File: src/rtl/fft_stage_sched_if.sv
// Control/status bundle between the FFT stage sequencer and its neighbours.
// The hold input exists only when FFT_SCHED_HOLD_EN is defined.
interface fft_stage_sched_if #(
  parameter int LOG2N = 3
);
  logic             start;
`ifdef FFT_SCHED_HOLD_EN
  logic             hold;
`endif
  logic             busy;
  logic             done;
  logic [LOG2N-1:0] stage;
  logic             rd_en;
  logic             rd_bank;
  logic [LOG2N-1:0] rd_addr_a;
  logic [LOG2N-1:0] rd_addr_b;
  logic [LOG2N-2:0] tw_addr;
  logic             wr_en;
  logic [LOG2N-1:0] wr_addr_a;
  logic [LOG2N-1:0] wr_addr_b;
  logic             result_bank;

`ifdef FFT_SCHED_HOLD_EN
  modport master (
    output start, hold,
    input  busy, done, stage, rd_en, rd_bank, rd_addr_a, rd_addr_b, tw_addr,
           wr_en, wr_addr_a, wr_addr_b, result_bank
  );
  modport slave (
    input  start, hold,
    output busy, done, stage, rd_en, rd_bank, rd_addr_a, rd_addr_b, tw_addr,
           wr_en, wr_addr_a, wr_addr_b, result_bank
  );
`else
  modport master (
    output start,
    input  busy, done, stage, rd_en, rd_bank, rd_addr_a, rd_addr_b, tw_addr,
           wr_en, wr_addr_a, wr_addr_b, result_bank
  );
  modport slave (
    input  start,
    output busy, done, stage, rd_en, rd_bank, rd_addr_a, rd_addr_b, tw_addr,
           wr_en, wr_addr_a, wr_addr_b, result_bank
  );
`endif
endinterface

File: src/rtl/fft_stage_sched.sv
// Radix-2 DIT in-place FFT stage sequencer with ping-pong banks and delayed write addresses.
// Optional issue stall input enabled by defining FFT_SCHED_HOLD_EN.
module fft_stage_sched #(
  parameter int N      = 8,
  parameter int LOG2N  = 3,
  parameter int BF_LAT = 2
) (
  input logic               clk,
  input logic               rst,
  fft_stage_sched_if.slave  sched
);

  localparam int WR_DLY = BF_LAT + 1;
  localparam int BF_W   = LOG2N - 1;
  localparam int CNT_W  = (WR_DLY > 1) ? $clog2(WR_DLY) : 1;

  localparam logic [BF_W-1:0]  BF_LAST   = BF_W'(N / 2 - 1);
  localparam logic [LOG2N-1:0] TOP_STAGE = LOG2N'(LOG2N - 1);
  localparam logic [CNT_W-1:0] CNT_LAST  = CNT_W'(WR_DLY - 1);

  typedef enum logic [2:0] {
    S_IDLE,
    S_ISSUE,
    S_DRAIN,
    S_SWAP,
    S_DONE
  } state_t;

  typedef struct packed {
    logic             v;
    logic [LOG2N-1:0] a;
    logic [LOG2N-1:0] b;
  } wr_slot_t;

  state_t           r_state;
  state_t           w_state_next;

  logic [BF_W-1:0]  r_bf;
  logic [LOG2N-1:0] r_stage;
  logic [CNT_W-1:0] r_cnt;
  logic             r_bank;

  logic             w_hold;
  logic             w_issue;
  logic [LOG2N-1:0] w_bf_ext;
  logic [LOG2N-1:0] w_span;
  logic [LOG2N-1:0] w_pos;
  logic [LOG2N-1:0] w_addr_a;
  logic [LOG2N-1:0] w_addr_b;
  logic [BF_W-1:0]  w_tw;

  logic             r_busy;
  logic             r_done;
  logic [LOG2N-1:0] r_stage_q;
  logic             r_rd_en;
  logic             r_rd_bank;
  logic [LOG2N-1:0] r_rd_addr_a;
  logic [LOG2N-1:0] r_rd_addr_b;
  logic [BF_W-1:0]  r_tw_addr;
  logic             r_result_bank;

  wr_slot_t         r_pipe [WR_DLY];

`ifdef FFT_SCHED_HOLD_EN
  assign w_hold = sched.hold;
`else
  assign w_hold = 1'b0;
`endif

  assign w_issue = (r_state == S_ISSUE) && !w_hold;

  // Butterfly bf of a stage: group = bf >> stage, position inside group = bf & (span-1).
  assign w_bf_ext = {1'b0, r_bf};
  assign w_span   = LOG2N'(1) << r_stage;
  assign w_pos    = w_bf_ext & (w_span - 1'b1);
  assign w_addr_a = ((w_bf_ext >> r_stage) << (r_stage + 1'b1)) | w_pos;
  assign w_addr_b = w_addr_a + w_span;
  assign w_tw     = w_pos[BF_W-1:0] << (TOP_STAGE - r_stage);

  always_ff @(posedge clk or posedge rst) begin
    if (rst) begin
      r_state <= S_IDLE;
    end else begin
      r_state <= w_state_next;
    end
  end

  always_comb begin
    // NOTE: default first so every path assigns the next state and no latch is inferred.
    w_state_next = r_state;
    unique case (r_state)
      S_IDLE:  if (sched.start) w_state_next = S_ISSUE;
      S_ISSUE: if (w_issue && (r_bf == BF_LAST)) w_state_next = S_DRAIN;
      S_DRAIN: if (r_cnt == CNT_LAST) w_state_next = S_SWAP;
      S_SWAP:  w_state_next = (r_stage == TOP_STAGE) ? S_DONE : S_ISSUE;
      S_DONE:  w_state_next = S_IDLE;
      default: w_state_next = S_IDLE;
    endcase
  end

  // NOTE: sequential state uses non-blocking assignments so every flop samples pre-edge values.
  always_ff @(posedge clk or posedge rst) begin
    if (rst) begin
      r_bf    <= '0;
      r_stage <= '0;
      r_cnt   <= '0;
      r_bank  <= 1'b0;
    end else begin
      unique case (r_state)
        S_IDLE: begin
          if (sched.start) begin
            r_bf    <= '0;
            r_stage <= '0;
            r_cnt   <= '0;
            r_bank  <= 1'b0;
          end
        end
        S_ISSUE: begin
          r_cnt <= '0;
          if (w_issue) r_bf <= r_bf + 1'b1;
        end
        S_DRAIN: r_cnt <= r_cnt + 1'b1;
        S_SWAP: begin
          r_bank <= ~r_bank;
          r_bf   <= '0;
          r_cnt  <= '0;
          if (r_stage != TOP_STAGE) r_stage <= r_stage + 1'b1;
        end
        default: ;
      endcase
    end
  end

  // Externally visible controls are registered and trail the FSM by one cycle.
  always_ff @(posedge clk or posedge rst) begin
    if (rst) begin
      r_busy        <= 1'b0;
      r_done        <= 1'b0;
      r_stage_q     <= '0;
      r_rd_en       <= 1'b0;
      r_rd_bank     <= 1'b0;
      r_rd_addr_a   <= '0;
      r_rd_addr_b   <= '0;
      r_tw_addr     <= '0;
      r_result_bank <= 1'b0;
    end else begin
      r_busy    <= (r_state != S_IDLE);
      r_done    <= (r_state == S_DONE);
      r_stage_q <= r_stage;
      r_rd_en   <= w_issue;
      r_rd_bank <= r_bank;
      if (w_issue) begin
        r_rd_addr_a <= w_addr_a;
        r_rd_addr_b <= w_addr_b;
        r_tw_addr   <= w_tw;
      end
      if (r_state == S_DONE) r_result_bank <= r_bank;
    end
  end

  // NOTE: the delay line is reset so in-flight write strobes die with rst.
  always_ff @(posedge clk or posedge rst) begin
    if (rst) begin
      for (int i = 0; i < WR_DLY; i++) r_pipe[i] <= '0;
    end else begin
      r_pipe[0] <= '{v: r_rd_en, a: r_rd_addr_a, b: r_rd_addr_b};
      for (int i = 1; i < WR_DLY; i++) r_pipe[i] <= r_pipe[i-1];
    end
  end

  assign sched.busy        = r_busy;
  assign sched.done        = r_done;
  assign sched.stage       = r_stage_q;
  assign sched.rd_en       = r_rd_en;
  assign sched.rd_bank     = r_rd_bank;
  assign sched.rd_addr_a   = r_rd_addr_a;
  assign sched.rd_addr_b   = r_rd_addr_b;
  assign sched.tw_addr     = r_tw_addr;
  assign sched.wr_en       = r_pipe[WR_DLY-1].v;
  assign sched.wr_addr_a   = r_pipe[WR_DLY-1].a;
  assign sched.wr_addr_b   = r_pipe[WR_DLY-1].b;
  assign sched.result_bank = r_result_bank;

endmodule

File: src/flat_wrapper.sv
// flat-port wrapper written by rule: the top's interface ports become plain ports
module fft_stage_sched_flat 
#(
  parameter int N      = 8,
  parameter int LOG2N  = 3,
  parameter int BF_LAT = 2
)
  (clk, rst, sched_start, sched_busy, sched_done, sched_stage, sched_rd_en, sched_rd_bank, sched_rd_addr_a, sched_rd_addr_b, sched_tw_addr, sched_wr_en, sched_wr_addr_a, sched_wr_addr_b, sched_result_bank);
  fft_stage_sched_if #(.LOG2N(LOG2N)) sched_i ();
  input logic clk;
  input logic rst;
  input wire logic [$bits(sched_i.start)-1:0] sched_start;
  output wire logic [$bits(sched_i.busy)-1:0] sched_busy;
  output wire logic [$bits(sched_i.done)-1:0] sched_done;
  output wire logic [$bits(sched_i.stage)-1:0] sched_stage;
  output wire logic [$bits(sched_i.rd_en)-1:0] sched_rd_en;
  output wire logic [$bits(sched_i.rd_bank)-1:0] sched_rd_bank;
  output wire logic [$bits(sched_i.rd_addr_a)-1:0] sched_rd_addr_a;
  output wire logic [$bits(sched_i.rd_addr_b)-1:0] sched_rd_addr_b;
  output wire logic [$bits(sched_i.tw_addr)-1:0] sched_tw_addr;
  output wire logic [$bits(sched_i.wr_en)-1:0] sched_wr_en;
  output wire logic [$bits(sched_i.wr_addr_a)-1:0] sched_wr_addr_a;
  output wire logic [$bits(sched_i.wr_addr_b)-1:0] sched_wr_addr_b;
  output wire logic [$bits(sched_i.result_bank)-1:0] sched_result_bank;
  assign sched_i.start = sched_start;
  assign sched_busy = sched_i.busy;
  assign sched_done = sched_i.done;
  assign sched_stage = sched_i.stage;
  assign sched_rd_en = sched_i.rd_en;
  assign sched_rd_bank = sched_i.rd_bank;
  assign sched_rd_addr_a = sched_i.rd_addr_a;
  assign sched_rd_addr_b = sched_i.rd_addr_b;
  assign sched_tw_addr = sched_i.tw_addr;
  assign sched_wr_en = sched_i.wr_en;
  assign sched_wr_addr_a = sched_i.wr_addr_a;
  assign sched_wr_addr_b = sched_i.wr_addr_b;
  assign sched_result_bank = sched_i.result_bank;
  fft_stage_sched #(.N(N), .LOG2N(LOG2N), .BF_LAT(BF_LAT)) u_core (.clk(clk), .rst(rst), .sched(sched_i));
endmodule
File: config.mk
export PLATFORM = sky130hd
export DESIGN_NAME = fft_stage_sched_flat
export DESIGN_NICKNAME = d
export VERILOG_FILES = /design/src/rtl/fft_stage_sched_if.sv /design/src/rtl/fft_stage_sched.sv /design/src/flat_wrapper.sv
export SDC_FILE = /design/constraint.sdc
export NUM_CORES = 1
export LEC_CHECK = 0
export CAP_MARGIN = 30
export CORE_MARGIN = 10
export CORE_UTILIZATION = 45
export DETAILED_ROUTE_END_ITERATION = 10
export GPL_ROUTABILITY_DRIVEN = 0
export PLACE_DENSITY = 0.68
export SLEW_MARGIN = 10
export SYNTH_ARGS = -nofsm -noshare
export SYNTH_HDL_FRONTEND = slang
export SYNTH_SLANG_ARGS = --single-unit
File: constraint.sdc
create_clock -name clk -period 3 [get_ports clk]
set_input_delay 0.3 -clock clk [delete_from_list [all_inputs] [get_ports clk]]
set_output_delay 0.3 -clock clk [all_outputs]
set_load 0.005 [all_outputs]
==> results.py <==
metrics = {
    "die": {
        "die_area_um2": 7210,
        "core_um2": 4030,
        "initial_core_util_pct": 47.1,
        "ios": 26,
        "die_h_um": 84.9,
        "rows": 23,
        "die_w_um": 84.9,
    },
    "place": {
        "io_buffers": 25,
        "dp_hpwl_mm": 2.38,
    },
    "critical_path": {
        "worstPathRequired_ns": 3.18,
        "r2r-end": "u_core.sched.rd_addr_b[2]",
        "r2r-start": "u_core.r_stage[0]",
        "path_class": "flop to flop",
        "ff2ff_path_depth": 9,
        "path_max_fanout": 10,
        "crit_path_end_kind": "flop",
        "worstPathArrival_ns": 2.75,
        "endpoint": "u_core.sched.rd_addr_b[2]",
        "cp_cell_sequence": "inv_1 > ha_1 > nor4_1 > a32o_1 > ha_1 > fa_1 > xnor2_1 > xnor2_1 > o21ai_1",
        "critPathMaxStageDelay_ns": 0.54,
        "crit_path_start_kind": "flop",
        "worst_path_max_delay_cell": "dfrtp_1",
        "cp-startpoint": "u_core.r_stage[0]",
        "r2r_slack_ns": 0.42,
    },
    "clock_tree": {
        "cts_sinks": 48,
        "cts_resized": 0,
        "cts_tree": "done",
        "cts_hold_buf": 0,
        "cts_setup_buffers": 0,
        "clkLatencyLatePin_ns": 0.30,
        "cts_buffer_depth": 2,
        "cts_buffers": 5,
        "cts_max_level": 2,
        "cts-root-buf": "clkbuf_8",
        "clk_pin_slew_ns": 0.09,
    },
    "sta": {
        "setup_tns_ns": 0,
        "slew_violations": 0,
        "final_hold_viol_count": 0,
        "slew_headroom_pct": 71.2,
        "rsz0062_at_grt": "false",
        "finClkSkew_ns": 0.00227,
        "worst_slew_pin_slew_ns": 0.431,
        "period_share_pct": 85.9,
        "fmax_mhz": 388,
        "fin_crit_ns": 2.58,
        "setup_viol_count_final": 0,
    },
    "cells_and_area": {
        "n_antenna_cell": 0,
        "fill_cells": 342,
        "fin_nets": 191,
        "drive_gt1_share_pct": 8.84,
        "regArea_um2": 1200,
        "syn_to_final_growth_pct": 19.6,
        "multi_input_area_um2": 589,
    },
    "global_route": {
        "grt_start_max_net_pins": 49,
        "antenna_found_initial": 0,
        "track_usage_pct": 10.2,
        "grt_pass1_vias": 1205,
        "grt_pass1_wl_mm": 6.02,
        "grt-ovfl-total": 0,
    },
    "run_status": {
        "status": "complete, no violations",
    },
    "drt": {
        "drt_iter0_drc": 112,
        "vias_per_cell": 5.07,
        "routed_wire_length_per_instance_um": 14.4,
        "post-route-drc-count": 0,
        "wl_mm": 3.33,
        "dr.pass1.iters": 4,
        "num_vias": 1172,
        "ant_nets": 0,
    },
    "logic_synthesis": {
        "yosysSeqAreaShare_pct": 63.3,
        "syn_nets": 170,
        "synth_edf_count": 0,
        "synth_compound_area_share_pct": 8.97,
        "synth_top_family_by_area": "simple AND/OR/NAND/NOR gates",
        "synth.distinct_cells": 37,
        "synth-async-reset-ratio_pct": 100,
        "synth_fa_ha_area_share_pct": 5.67,
        "synthMuxAreaShare_pct": 2.18,
        "synth_area_per_cell_um2": 11.9,
        "ys.flop_type": "dfrtp_1",
        "syn_area_um2": 1900,
        "synth-seq-cells": 48,
        "synth_xor_area_share_pct": 1.85,
        "yosys_warnings": 0,
        "syn_inst": 159,
        "synth-simple-area-share_pct": 12.4,
    },
    "power_and_ir_drop": {
        "power_uw": 1130,
        "p_leak_uw": 0.00103,
        "vdd_drop_max_v": 0.000267,
        "powerDensity_nw_per_um2": 499,
    },
    "flow_run": {
        "cap_violations": 0,
    },
    "worst_hold_path": {
        "hold_class": "primary input to asynchronous set/reset pin",
    },
}
## worst min path at each step
stage	endpoint	slack, ns	depth (start not counted)
3_3_place_gp	u_core.sched.wr_addr_b[0]	0.33	0
6_report	u_core.sched.done	0.20	2
2_1_floorplan	u_core.r_pipe[10]	0.33	0
4_1_cts	u_core.r_pipe[11]	0.36	0
5_1_grt	u_core.sched.rd_bank	0.20	2
3_5_place_dp	u_core.r_pipe[11]	0.33	0
## synth_stat cells, types with 2 or more instances
library cell   n  area (um^2)
a21o_1         2         15.0
buf_4          6         45.0
dfrtp_1       48         1200
a32o_1         2         20.0
nor2_1        10         37.5
a31oi_1        2         12.5
nand2_1       23         86.3
nand2b_1       2         12.5
a21oi_1        4         20.0
clkbuf_1       4         15.0
o21ai_0        8         40.0
mux2i_1        3         30.0
nor3_1         2         10.0
ha_1           7         87.6
inv_1          8         30.0
nor2b_1        3         18.8
xnor2_1        4         35.0
nand4_1        2         12.5
## critical path, delay by kind of cell (launching register included)
family          cells  cell delay, ns
xor+xnor            2            0.33
compound gates      2            0.36
buf+inv             1            0.16
fa+ha+maj           3            0.96
flops               1            0.54
simple gates        1            0.09
## area by class of cell
cell class | instances | share of cell area, %
clock buffers | 5 | 3.03
multi-input cells | 91 | 26.0
inverters | 8 | 1.32
flip-flops and latches | 48 | 53.0
clock inverters | 3 | 2.04
repair buffers | 26 | 11.9
well taps | 50 | 2.76
## kinds of logic (layout without fill, tap and decap cells)
| family | count (synthesis) | in the layout |
|---|---|---|
| simple gates | 50 | 50 |
| compound gates | 25 | 25 |
| mux | 4 | 4 |
| buf+inv | 20 | 42 |
| flops | 48 | 48 |
| xor+xnor | 4 | 4 |
| fa+ha+maj | 8 | 8 |
## routing by layer
layer	GRT usage (%)	share of wire [%]	up-vias
met1	11.4	41	586
met5	0	0	-
met2	17.3	53	17
met4	4.04	1.9	0
li1	-	-	564
met3	3.54	3.5	5
## layout by cell type, fill, tap and decap left out, types with 2 or more instances in the layout
master	count
nor2_1	10
xnor2_1	4
clkbuf_8	5
nand2b_1	2
nor2b_1	3
nor3_1	2
a31oi_1	2
dfrtp_1	48
inv_1	7
nand2_1	23
nand4_1	2
mux2i_1	3
clkdlybuf4s50_1	25
o21ai_0	8
a21oi_1	4
a32o_1	2
a21o_1	2
ha_1	7
## metrics by stage
step	util [%]	area (um^2)	hold WS, ns	setup slack, ns	std cells
4_1_cts	55.8	2250	0.355	0.422	230
3_5_place_dp	53.0	2130	0.335	0.444	222
6_report	56.3	2270	0.202	0.424	231
2_1_floorplan	-	1900	0.331	0.534	159
5_1_grt	56.3	2270	0.196	0.303	231
3_3_place_gp	53.0	2130	0.332	0.554	222
## power breakdown
group | switching, uW | internal (uW)
clock | 216 | 251
combinational | 13.3 | 5.35
sequential | 0 | 646
total | 229 | 903
## flip-flops by register name, indices dropped and copies added, names as in the netlist
signal	count
u_core.r_pipe	14
u_core.r_stage	3
u_core.r_state	3
u_core.sched.rd_addr_a	3
u_core.sched.rd_addr_b	3
u_core.sched.stage	3
u_core.sched.wr_addr_a	3
u_core.sched.wr_addr_b	3
u_core.r_bf	2
u_core.r_cnt	2
u_core.sched.tw_addr	2
u_core.r_bank	1
u_core.sched.busy	1
u_core.sched.done	1
u_core.sched.rd_bank	1
u_core.sched.rd_en	1
u_core.sched.result_bank	1
u_core.sched.wr_en	1
(Power assumes the default switching activity.)
